[config.mk]
export PLATFORM = sky130hd
export DESIGN_NAME = data_memory_flat
export DESIGN_NICKNAME = d
export VERILOG_FILES = /design/src/rtl/data_memory_if.sv /design/src/rtl/data_memory.sv /design/src/flat_wrapper.sv
export SDC_FILE = /design/constraint.sdc
export NUM_CORES = 1
export LEC_CHECK = 0
export CORE_MARGIN = 2
export CORE_UTILIZATION = 55
export DETAILED_ROUTE_END_ITERATION = 8
export PLACE_DENSITY = 0.76
export REMOVE_ABC_BUFFERS = 1
export SLEW_MARGIN = 20
export SYNTH_ARGS = -nofsm -noshare
export SYNTH_HDL_FRONTEND = slang
export SYNTH_SLANG_ARGS = --single-unit
[constraint.sdc]
create_clock -name clock -period 21.7 [get_ports clock]
set_input_delay 3.255 -clock clock [delete_from_list [all_inputs] [get_ports clock]]
set_output_delay 3.255 -clock clock [all_outputs]
set_load 0.02 [all_outputs]
[src/rtl/data_memory_if.sv]
`default_nettype none
// ============================================================================
// Module      : data_memory_if
// Description : Load/store request port, store-trace drain port and status
//               outputs shared between the core-side master and data_memory.
// Revision    : 1.0 - initial release
// ============================================================================
interface data_memory_if;
  logic        mem_read;
  logic        mem_write;
  logic [3:0]  address;
  logic [31:0] mem_write_data;
  logic [31:0] mem_read_data;
  logic        bus_error;
  logic        log_valid;
  logic        log_ready;
  logic [3:0]  log_addr;
  logic [31:0] log_data;
  logic        log_overflow;
  logic [15:0] store_count;
  logic [15:0] load_count;

  modport master (
    output mem_read, mem_write, address, mem_write_data, log_ready,
    input  mem_read_data, bus_error, log_valid, log_addr, log_data,
           log_overflow, store_count, load_count
  );

  modport slave (
    input  mem_read, mem_write, address, mem_write_data, log_ready,
    output mem_read_data, bus_error, log_valid, log_addr, log_data,
           log_overflow, store_count, load_count
  );
endinterface
`default_nettype wire

[src/rtl/data_memory.sv]
`default_nettype none
// ============================================================================
// Module      : data_memory
// Description : 16 x 32-bit word memory with combinational loads, clocked
//               stores, a store-trace FIFO with valid/ready drain, sticky
//               conflict/overflow flags and saturating load/store counters.
// Revision    : 1.0 - initial release
// ============================================================================
module data_memory #(
  parameter int DEPTH     = 16,
  parameter int LOG_DEPTH = 4
) (
  input  logic          clock,
  input  logic          rst,
  data_memory_if.slave  bus
);

  localparam int PTR_W = $clog2(LOG_DEPTH);
  localparam int CNT_W = $clog2(LOG_DEPTH + 1);
  localparam logic [CNT_W-1:0] FULL_CNT = CNT_W'(LOG_DEPTH);

  logic [31:0]      mem_q       [DEPTH];
  logic [31:0]      mem_d       [DEPTH];
  logic [3:0]       fifo_addr_q [LOG_DEPTH];
  logic [3:0]       fifo_addr_d [LOG_DEPTH];
  logic [31:0]      fifo_data_q [LOG_DEPTH];
  logic [31:0]      fifo_data_d [LOG_DEPTH];
  logic [PTR_W-1:0] rd_ptr_q, rd_ptr_d;
  logic [PTR_W-1:0] wr_ptr_q, wr_ptr_d;
  logic [CNT_W-1:0] count_q, count_d;
  logic             bus_error_q, bus_error_d;
  logic             overflow_q, overflow_d;
  logic [15:0]      store_count_q, store_count_d;
  logic [15:0]      load_count_q, load_count_d;

  logic is_load, is_store, is_conflict;
  logic fifo_empty, fifo_full, do_pop, do_push;

  // Classify the request and decide FIFO push/pop; a push into a full FIFO
  // is only accepted when the head leaves in the same cycle.
  always_comb begin
    is_load     = bus.mem_read & ~bus.mem_write;
    is_store    = bus.mem_write & ~bus.mem_read;
    is_conflict = bus.mem_read & bus.mem_write;
    fifo_empty  = (count_q == '0);
    fifo_full   = (count_q == FULL_CNT);
    do_pop      = ~fifo_empty & bus.log_ready;
    do_push     = is_store & (~fifo_full | do_pop);
  end

  // Next-state computation for memory, trace FIFO, flags and counters.
  always_comb begin
    mem_d         = mem_q;
    fifo_addr_d   = fifo_addr_q;
    fifo_data_d   = fifo_data_q;
    rd_ptr_d      = rd_ptr_q;
    wr_ptr_d      = wr_ptr_q;
    count_d       = count_q;
    bus_error_d   = bus_error_q | is_conflict;
    overflow_d    = overflow_q | (is_store & ~do_push);
    store_count_d = store_count_q;
    load_count_d  = load_count_q;

    if (is_store) begin
      mem_d[bus.address] = bus.mem_write_data;
      if (store_count_q != 16'hFFFF) store_count_d = store_count_q + 16'd1;
    end
    if (is_load && load_count_q != 16'hFFFF) load_count_d = load_count_q + 16'd1;

    if (do_push) begin
      fifo_addr_d[wr_ptr_q] = bus.address;
      fifo_data_d[wr_ptr_q] = bus.mem_write_data;
      wr_ptr_d              = wr_ptr_q + PTR_W'(1);
    end
    if (do_pop) rd_ptr_d = rd_ptr_q + PTR_W'(1);

    case ({do_push, do_pop})
      2'b10:   count_d = count_q + CNT_W'(1);
      2'b01:   count_d = count_q - CNT_W'(1);
      default: count_d = count_q;
    endcase
  end

  // State registers; reset clears everything immediately, independent of clock.
  always_ff @(posedge clock or posedge rst) begin
    if (rst) begin
      for (int i = 0; i < DEPTH; i++) mem_q[i] <= '0;
      for (int i = 0; i < LOG_DEPTH; i++) begin
        fifo_addr_q[i] <= '0;
        fifo_data_q[i] <= '0;
      end
      rd_ptr_q      <= '0;
      wr_ptr_q      <= '0;
      count_q       <= '0;
      bus_error_q   <= 1'b0;
      overflow_q    <= 1'b0;
      store_count_q <= '0;
      load_count_q  <= '0;
    end else begin
      mem_q         <= mem_d;
      fifo_addr_q   <= fifo_addr_d;
      fifo_data_q   <= fifo_data_d;
      rd_ptr_q      <= rd_ptr_d;
      wr_ptr_q      <= wr_ptr_d;
      count_q       <= count_d;
      bus_error_q   <= bus_error_d;
      overflow_q    <= overflow_d;
      store_count_q <= store_count_d;
      load_count_q  <= load_count_d;
    end
  end

  // Loads read the pre-edge contents, so a store is visible from the next cycle.
  assign bus.mem_read_data = is_load ? mem_q[bus.address] : 32'h0;
  assign bus.log_valid     = ~fifo_empty;
  assign bus.log_addr      = fifo_empty ? 4'h0  : fifo_addr_q[rd_ptr_q];
  assign bus.log_data      = fifo_empty ? 32'h0 : fifo_data_q[rd_ptr_q];
  assign bus.bus_error     = bus_error_q;
  assign bus.log_overflow  = overflow_q;
  assign bus.store_count   = store_count_q;
  assign bus.load_count    = load_count_q;

endmodule
`default_nettype wire
[src/flat_wrapper.sv]
// flat-port wrapper written by rule: the top's interface ports become plain ports
module data_memory_flat 
#(
  parameter int DEPTH     = 16,
  parameter int LOG_DEPTH = 4
)
  (clock, rst, bus_mem_read, bus_mem_write, bus_address, bus_mem_write_data, bus_log_ready, bus_mem_read_data, bus_bus_error, bus_log_valid, bus_log_addr, bus_log_data, bus_log_overflow, bus_store_count, bus_load_count);
  data_memory_if bus_i ();
  input  logic clock;
  input  logic rst;
  input wire logic [$bits(bus_i.mem_read)-1:0] bus_mem_read;
  input wire logic [$bits(bus_i.mem_write)-1:0] bus_mem_write;
  input wire logic [$bits(bus_i.address)-1:0] bus_address;
  input wire logic [$bits(bus_i.mem_write_data)-1:0] bus_mem_write_data;
  input wire logic [$bits(bus_i.log_ready)-1:0] bus_log_ready;
  output wire logic [$bits(bus_i.mem_read_data)-1:0] bus_mem_read_data;
  output wire logic [$bits(bus_i.bus_error)-1:0] bus_bus_error;
  output wire logic [$bits(bus_i.log_valid)-1:0] bus_log_valid;
  output wire logic [$bits(bus_i.log_addr)-1:0] bus_log_addr;
  output wire logic [$bits(bus_i.log_data)-1:0] bus_log_data;
  output wire logic [$bits(bus_i.log_overflow)-1:0] bus_log_overflow;
  output wire logic [$bits(bus_i.store_count)-1:0] bus_store_count;
  output wire logic [$bits(bus_i.load_count)-1:0] bus_load_count;
  assign bus_i.mem_read = bus_mem_read;
  assign bus_i.mem_write = bus_mem_write;
  assign bus_i.address = bus_address;
  assign bus_i.mem_write_data = bus_mem_write_data;
  assign bus_i.log_ready = bus_log_ready;
  assign bus_mem_read_data = bus_i.mem_read_data;
  assign bus_bus_error = bus_i.bus_error;
  assign bus_log_valid = bus_i.log_valid;
  assign bus_log_addr = bus_i.log_addr;
  assign bus_log_data = bus_i.log_data;
  assign bus_log_overflow = bus_i.log_overflow;
  assign bus_store_count = bus_i.store_count;
  assign bus_load_count = bus_i.load_count;
  data_memory #(.DEPTH(DEPTH), .LOG_DEPTH(LOG_DEPTH)) u_core (.clock(clock), .rst(rst), .bus(bus_i));
endmodule
==> results of run 1 <==
==> worst max-delay path, cell delays in order <==
cell	delay [ps]
buf_8	530
buf_4	820
buf_4	880
mux4_2	600
o211ai_1	160
o21ai_0	160
clkdlybuf4s50_1	590
==> routing by layer <==
metal	global-route usage	part of all wire	up-vias
met5	0	0	-
li1	-	-	8236
met4	0.08895	0.027	0
met1	0.3391	0.42	10173
met3	0.04253	0.046	129
met2	0.4408	0.50	442
==> power groups by stage <==
stage / clock (W) / sequential, W / combinational (W)
after CTS: 0.00136 / 0.00184 / 0.00111
after detailed placement: 0 / 0.00186 / 0.00111
final: 0.00134 / 0.00185 / 0.00110
after global placement: 0 / 0.00183 / 0.00107
after global routing: 0.00142 / 0.00188 / 0.00118
after floorplan: 0 / 0.00183 / 0.000730
==> area by class of cell <==
class / instances / area [um2]
Clock buffer: 108 / 2246
Sequential cell: 697 / 17440
Inverter: 9 / 41.29
Clock inverter: 25 / 361.6
Multi-Input combinational cell: 1316 / 13620
Fill cell: 4134 / 21120
Timing Repair Buffer: 181 / 1797
Tap cell: 765 / 957.2
==> logic make-up after synthesis <==
group / after synthesis / share of synthesized area
adders and majority gates: 8 / 0.003366
and+or+nand+nor: 175 / 0.03057
DFF: 697 / 0.5457
buffers and inverters: 215 / 0.03120
xor gates and xnor gates: 22 / 0.006029
muxes: 926 / 0.3426
AOI/OAI and AO/OA: 185 / 0.04055
==> cell usage in the layout, fill, tap and decap left out, drive strengths merged, types with 3 or more instances in the layout <==
cell             n
and3            10
clkinv          12
buf             41
and4             4
nor2            10
inv             10
xnor2           13
nand2           63
and2            40
o2111ai          3
a21oi            5
mux2           664
nor3             8
nor2b            9
mux4            68
clkbuf         108
nand2b           3
dfrtp          697
nand4           10
bufinv           9
o21ai           35
ha               7
o211ai          33
clkdlybuf4s50  140
xor2             9
a22oi           96
nand3           10
clkinvlp         3
mux2i          194
a31oi            5
==> worst min-delay path by stage <==
stage	end
finish	u_core.bus.bus_error$_DFF_PP0_
floorplan	u_core.count_q[2]$_DFFE_PP0P_
global route	u_core.bus.bus_error$_DFF_PP0_
global placement	u_core.bus.bus_error$_DFF_PP0_
detailed placement	u_core.bus.bus_error$_DFF_PP0_
CTS	u_core.bus.bus_error$_DFF_PP0_
==> stage by stage <==
stage          instance area (um2)  utilization  setup TNS (ps)  setup WS (ps)  total power, W
3_3_place_gp                 33770       0.5864               0          11280        0.002906
4_1_cts                      36400       0.6321               0          11240        0.004316
2_1_floorplan                31000            -         -766780          -1100        0.002556
3_5_place_dp                 33790       0.5868               0          11240        0.002970
5_1_grt                      36470       0.6332               0          11080        0.004486
6_report                     36470       0.6332               0          11280        0.004285
==> sequential cells by signal, summed over array words and instances (netlist names) <==
register / count
u_core.count_q: 3
u_core.rd_ptr_q: 2
u_core.fifo_data_q: 128
u_core.bus.store_count: 16
u_core.mem_q: 512
u_core.bus.load_count: 16
u_core.bus.bus_error: 1
u_core.wr_ptr_q: 2
u_core.fifo_addr_q: 16
u_core.bus.log_overflow: 1
==> reports/metrics.csv, run 1 <==
stage;metric;value;unit
timing;hold_viol;0;
floorplan;rows;88;
grt;grt_pass1_wl;119100;um
yosys;syn_area_per_cell;14.35;um2
layout;antenna_cells;0;
timing;timing.fmax;95.94;MHz
clock_tree;clock_path_buffers;3;
timing;hold_ws;457.1;ps
route;wl;76300;um
yosys;yosysTopAreaCell;dfrtp_1;
clock_tree;cts_sinks;697;
run_status;status;complete, no violations;
floorplan;core_area;57590;um2
place;dp_cells;2966;
setup_path;crit_path_max_fanout;76;
route;via_per_inst;6.121;
pwr;pwr_density_cell;117.5;nW/um2
clock_tree;clock-root-buffer;clkbuf_16;
timing;slew_headroom;0.2376;
floorplan;dieArea;60060;um2
yosys;synth_area;31960;um2
grt;antenna_found_initial;0;
yosys;synth_most_common_cell;dfrtp_1;
pwr;p_comb_frac;0.257;
setup_path;critPathRequiredTime;18450;ps
layout;drive_gt1_frac;0.3814;
yosys;netlist_instances;2228;
place;gp_congestion;0.7701;
setup_path;r2r_end;u_core.count_q[2]$_DFFE_PP0P_;
pwr;power_leakage;16.46;nW
grt;grt.total_usage;0.2594;
floorplan;die_h;245.1;um
setup_path;crit_type;in -> out;
setup_path;setup.worst_path.end;bus_mem_read_data[24];
grt;grt_start_max_net_pins;202;
clock_tree;cts_tree;yes;
setup_path;crit_path_start_kind;input pin;
yosys;async_flop_share;1.000;
setup_path;reg2reg_depth;8;
yosys;synth_cell_types;46;
pwr;p_sw_frac;0.2782;
worst_hold_path;worstHoldStart;u_core.bus.bus_error$_DFF_PP0_;
setup_path;r2r_start;u_core.count_q[0]$_DFFE_PP0P_;
layout;area_delta_synth_final;14.08;%
route;via_count;18980;
route;wl_per_cell;24.61;um
yosys;synth.top_cell.area_share;0.5457;
yosys;ys_ff_latch;697;
timing;finalMaxSlewViolations;0;
floorplan;start_util;0.5551;
setup_path;crit_arrival;7170;ps
floorplan;ios;144;
clock_tree;path_clk_slew;60;ps
route;drt_iter0_drc;1404;
timing;fin_crit_sh;0.4804;
timing;fin_skew;15.91;ps
clock_tree;numCtsBuffers;74;
setup_path;r2r_slack;19080;ps
yosys;synth-seq-area-share;0.5457;
layout;layout.nets;2328;
timing;rsz0062_at_grt;no;
grt;grt_pass1_vias;20344;
setup_path;end_kind;primary output;
route;antenna_left;0;
floorplan;die_w;245.1;um
yosys;ys.flop_type;dfrtp_1;
yosys;synth.area.top_cells;dfrtp_1, mux2_2, mux2i_1;
clock_tree;hold_buffers;0;
timing;min_period;10420;ps
route;dr.pass1.iters;7;
job;maxCapViolations;0;
yosys;ys_top_cells_by_count;dfrtp_1, mux2_2, mux2i_1, clkbuf_1, a22oi_1;
timing;setup_violations;0;
yosys;ys.warnings.count;0;
clock_tree;cts-resized-gates;0;
pwr;ir_drop;80.04;uV
yosys;synth-edff-count;0;
route;drc;0;
clock_tree;h-tree-depth;3;
pwr;power.internal;0.003093;W
setup_path;crit_start;bus_address[1];
pwr;power.share.sequential;0.431;
worst_hold_path;worstHoldPathCells;1;
worst_hold_path;hp-class;reg -> reg;
place;dp_hpwl;43390;um
grt;grt_overflow_total;0;
timing;worst_slew_pin_slew;1140;ps
pwr;clkPwrFrac;0.312;
place;port_buffers;143;
pwr;power.switching;0.001192;W
layout;layoutNonFillerInstCount;3101;
clock_tree;post_cts_buffers;0;
clock_tree;clk_latency;620;ps
No activity file was read; power rests on OpenSTA's default activity.
==> inputs of run 2 (changes only) <==
Settings changed: CORE_UTILIZATION 55 to 61, PLACE_DENSITY 0.76 to 0.8.
Clock period 21.7 ns to 10.65 ns, I/O delays scaled along.
==> run 2 against run 1 <==
  * Count of clock-buffer cells in the layout down 4
  * Worst hold slack better by 9.5 ps
  * Final area down 1.5%
  * Die area down 9.7%
  * Critical path depth up 1
  * Critical path type unchanged
  * Largest cell class unchanged
  * Highest routed layer unchanged
==> reports/metrics.csv, run 2 (synthesis gave the netlist of run 1 again) <==
stage;metric;value;unit;change
setup_path;crit_path_max_incr_delay;700;ps;was 880 ps
timing;hold_viol;0;;unchanged
route;wl;76220;um;was 76300 um
timing;setup_violations;0;;unchanged
setup_path;worst_path_most_repeated_cell;buf_4;;unchanged
clock_tree;cts-resized-gates;0;;unchanged
setup_path;r2r_end;u_core.count_q[2]$_DFFE_PP0P_;;unchanged
job;maxCapViolations;0;;unchanged
setup_path;crit_path_start_kind;input pin;;unchanged
setup_path;crit_path_max_fanout;48;;was 76
clock_tree;h-tree-depth;3;;unchanged
floorplan;die_h;232.9;um;was 245.1 um
clock_tree;post_cts_buffers;0;;unchanged
pwr;power_leakage;16.24;nW;was 16.46 nW
route;via_per_inst;6.408;;was 6.121
grt;grt_pass1_vias;20277;;was 20344
layout;antenna_cells;0;;unchanged
layout;final_common_cell;dfrtp_1;;unchanged
floorplan;ios;144;;unchanged
route;via_count;19225;;was 18980
timing;rsz0062_at_grt;no;;unchanged
timing;fin_skew;7.943;ps;was 15.91 ps
clock_tree;cts_tree;yes;;unchanged
route;drt_iter0_drc;1475;;was 1404
run_status;status;complete, no violations;;unchanged
grt;grt_pass1_wl;118800;um;was 119100 um
timing;finalMaxSlewViolations;0;;unchanged
floorplan;dieArea;54240;um2;was 60060 um2
grt;grt_start_max_net_pins;168;;was 202
layout;layout.nets;2325;;was 2328
floorplan;core_area;51510;um2;was 57590 um2
worst_hold_path;hp-class;reg -> reg;;unchanged
floorplan;die_w;232.9;um;was 245.1 um
setup_path;crit_family;buffers and inverters;;unchanged
clock_tree;clock-root-buffer;clkbuf_16;;unchanged
timing;min_period;6498;ps;
clock_tree;numCtsBuffers;72;;was 74
timing;fin_crit_sh;0.6102;;
floorplan;start_util;0.6205;;was 0.5551
clock_tree;hold_buffers;0;;unchanged
layout;area_delta_synth_final;12.42;%;was 14.08%
place;postPlaceCellArea;33680;um2;was 33790 um2
setup_path;r2r_start;u_core.count_q[0]$_DFFE_PP0P_;;unchanged
grt;antenna_found_initial;0;;unchanged
place;port_buffers;143;;unchanged
route;drc;0;;unchanged
layout;drive_gt1_frac;0.3737;;was 0.3814
route;antenna_left;0;;unchanged
setup_path;crit_start;bus_address[3];;was bus_address[1]
floorplan;rows;83;;was 88
place;dp_hpwl;42650;um;was 43390 um
setup_path;end_kind;primary output;;unchanged
timing;timing.fmax;153.9;MHz;
setup_path;cp_num_buf_inv;4;;unchanged
timing;worst_slew_pin_slew;1225;ps;was 1140 ps
setup_path;cp_num_cells;8;;was 7
grt;grt.total_usage;0.2883;;was 0.2594
layout;largest_reg_flops;512;;unchanged
setup_path;crit_arrival;4900;ps;was 7170 ps
pwr;ir_drop;179.8;uV;was 80.04 uV
setup_path;critPathRequiredTime;9050;ps;was 18450 ps
layout;top_register;u_core.mem_q;;unchanged
worst_hold_path;worstHoldPathCells;1;;unchanged
setup_path;r2r_slack;7650;ps;was 19080 ps
setup_path;reg2reg_depth;9;;was 8
layout;design_area;35930;um2;was 36470 um2
layout;top_regs;u_core.mem_q (512), u_core.fifo_data_q (128);;unchanged
place;gp_congestion;0.7963;;was 0.7701
setup_path;setup.worst_path.end;bus_mem_read_data[25];;was bus_mem_read_data[24]
setup_path;slowest_stage;buf_4;;unchanged
route;dr.pass1.iters;7;;unchanged
clock_tree;clk_latency;610;ps;was 620 ps
clock_tree;cts_sinks;697;;unchanged
timing;slew_headroom;0.1835;;was 0.2376
grt;grt_overflow_total;0;;unchanged
layout;post-route-util;0.6976;;was 0.6332
pwr;pwr_density_cell;235.4;nW/um2;was 117.5 nW/um2
setup_path;crit_type;in -> out;;unchanged
setup_path;cp_cell_sequence;buf_2 -> buf_4 -> and2_2 -> buf_4 -> a22oi_1 -> o211ai_1 -> o21ai_0 -> clkdlybuf4s50_1;;was buf_8 -> buf_4 -> buf_4 -> mux4_2 -> o211ai_1 -> o21ai_0 -> clkdlybuf4s50_1
layout;mostFrequentLayoutCells;dfrtp_1, mux2_2, mux2i_1;;unchanged
route;wl_per_cell;25.41;um;was 24.61 um
clock_tree;clock_path_buffers;3;;unchanged
clock_tree;path_clk_slew;60;ps;about the same
run 2: cell count changes in the layout (fill, tap and decap cells not counted), sizes merged:
cell and change:
inv +1, clkbuf -4, clkinvlp -2, clkinv -4, bufinv -6, buf -1
run 2: how the worst min path moves through the flow:
stage / slack, ps / endpoint / from
2_1_floorplan: 450 / u_core.count_q[2]$_DFFE_PP0P_ / u_core.count_q[2]$_DFFE_PP0P_
3_3_place_gp: 440 / u_core.bus.bus_error$_DFF_PP0_ / u_core.bus.bus_error$_DFF_PP0_
3_5_place_dp: 450 / u_core.bus.bus_error$_DFF_PP0_ / u_core.bus.bus_error$_DFF_PP0_
4_1_cts: 460 / u_core.bus.bus_error$_DFF_PP0_ / u_core.bus.bus_error$_DFF_PP0_
5_1_grt: 490 / u_core.bus.bus_error$_DFF_PP0_ / u_core.bus.bus_error$_DFF_PP0_
6_report: 470 / u_core.bus.bus_error$_DFF_PP0_ / u_core.bus.bus_error$_DFF_PP0_
run 2: stage by stage:
stage / total power (W) / setup TNS [ps] / instances / setup slack (ps) / hold slack (ps)
after global placement: 0.005922 / 0 / 2882 / 4325 / 442.7
after floorplan: 0.005208 / -7313360 / 2022 / -10490 / 446.8
after CTS: 0.008509 / 0 / 3000 / 4227 / 465.0
after global routing: 0.008841 / 0 / 3000 / 4104 / 486.4
after detailed placement: 0.006053 / 0 / 2882 / 4229 / 448.0
final: 0.008461 / 0 / 3000 / 4152 / 466.6
run 2: cell type report:
class / count / area, um2
fillers: 3487 / 15570
flip-flops and latches: 697 / 17440
well taps: 680 / 850.8
clock buffers: 104 / 2098
inverters: 9 / 41.29
repair buffers: 180 / 1733
multi-input cells: 1316 / 13610
clock inverters: 14 / 155.1
run 2: worst reg2reg max path, delay by kind of cell (launching register included):
family / cells / cell delay [ps]
xor+xnor: 2 / 310
fa+ha+maj: 2 / 590
buf+inv: 2 / 510
flops: 1 / 420
simple gates: 3 / 1080
run 2: report_power, final:
part,internal (W),switching [W]
Combinational,0.00128,0.000969
Clock,0.00143,0.00101
Sequential,0.00334,0.000429
Total,0.00606,0.00240
run 2: metal layers:
metal  GRT usage  wire [um]
met1      0.3916      32900
met5           0          0
met2      0.4815      37800
met4     0.09096       2154
met3     0.04387       3370
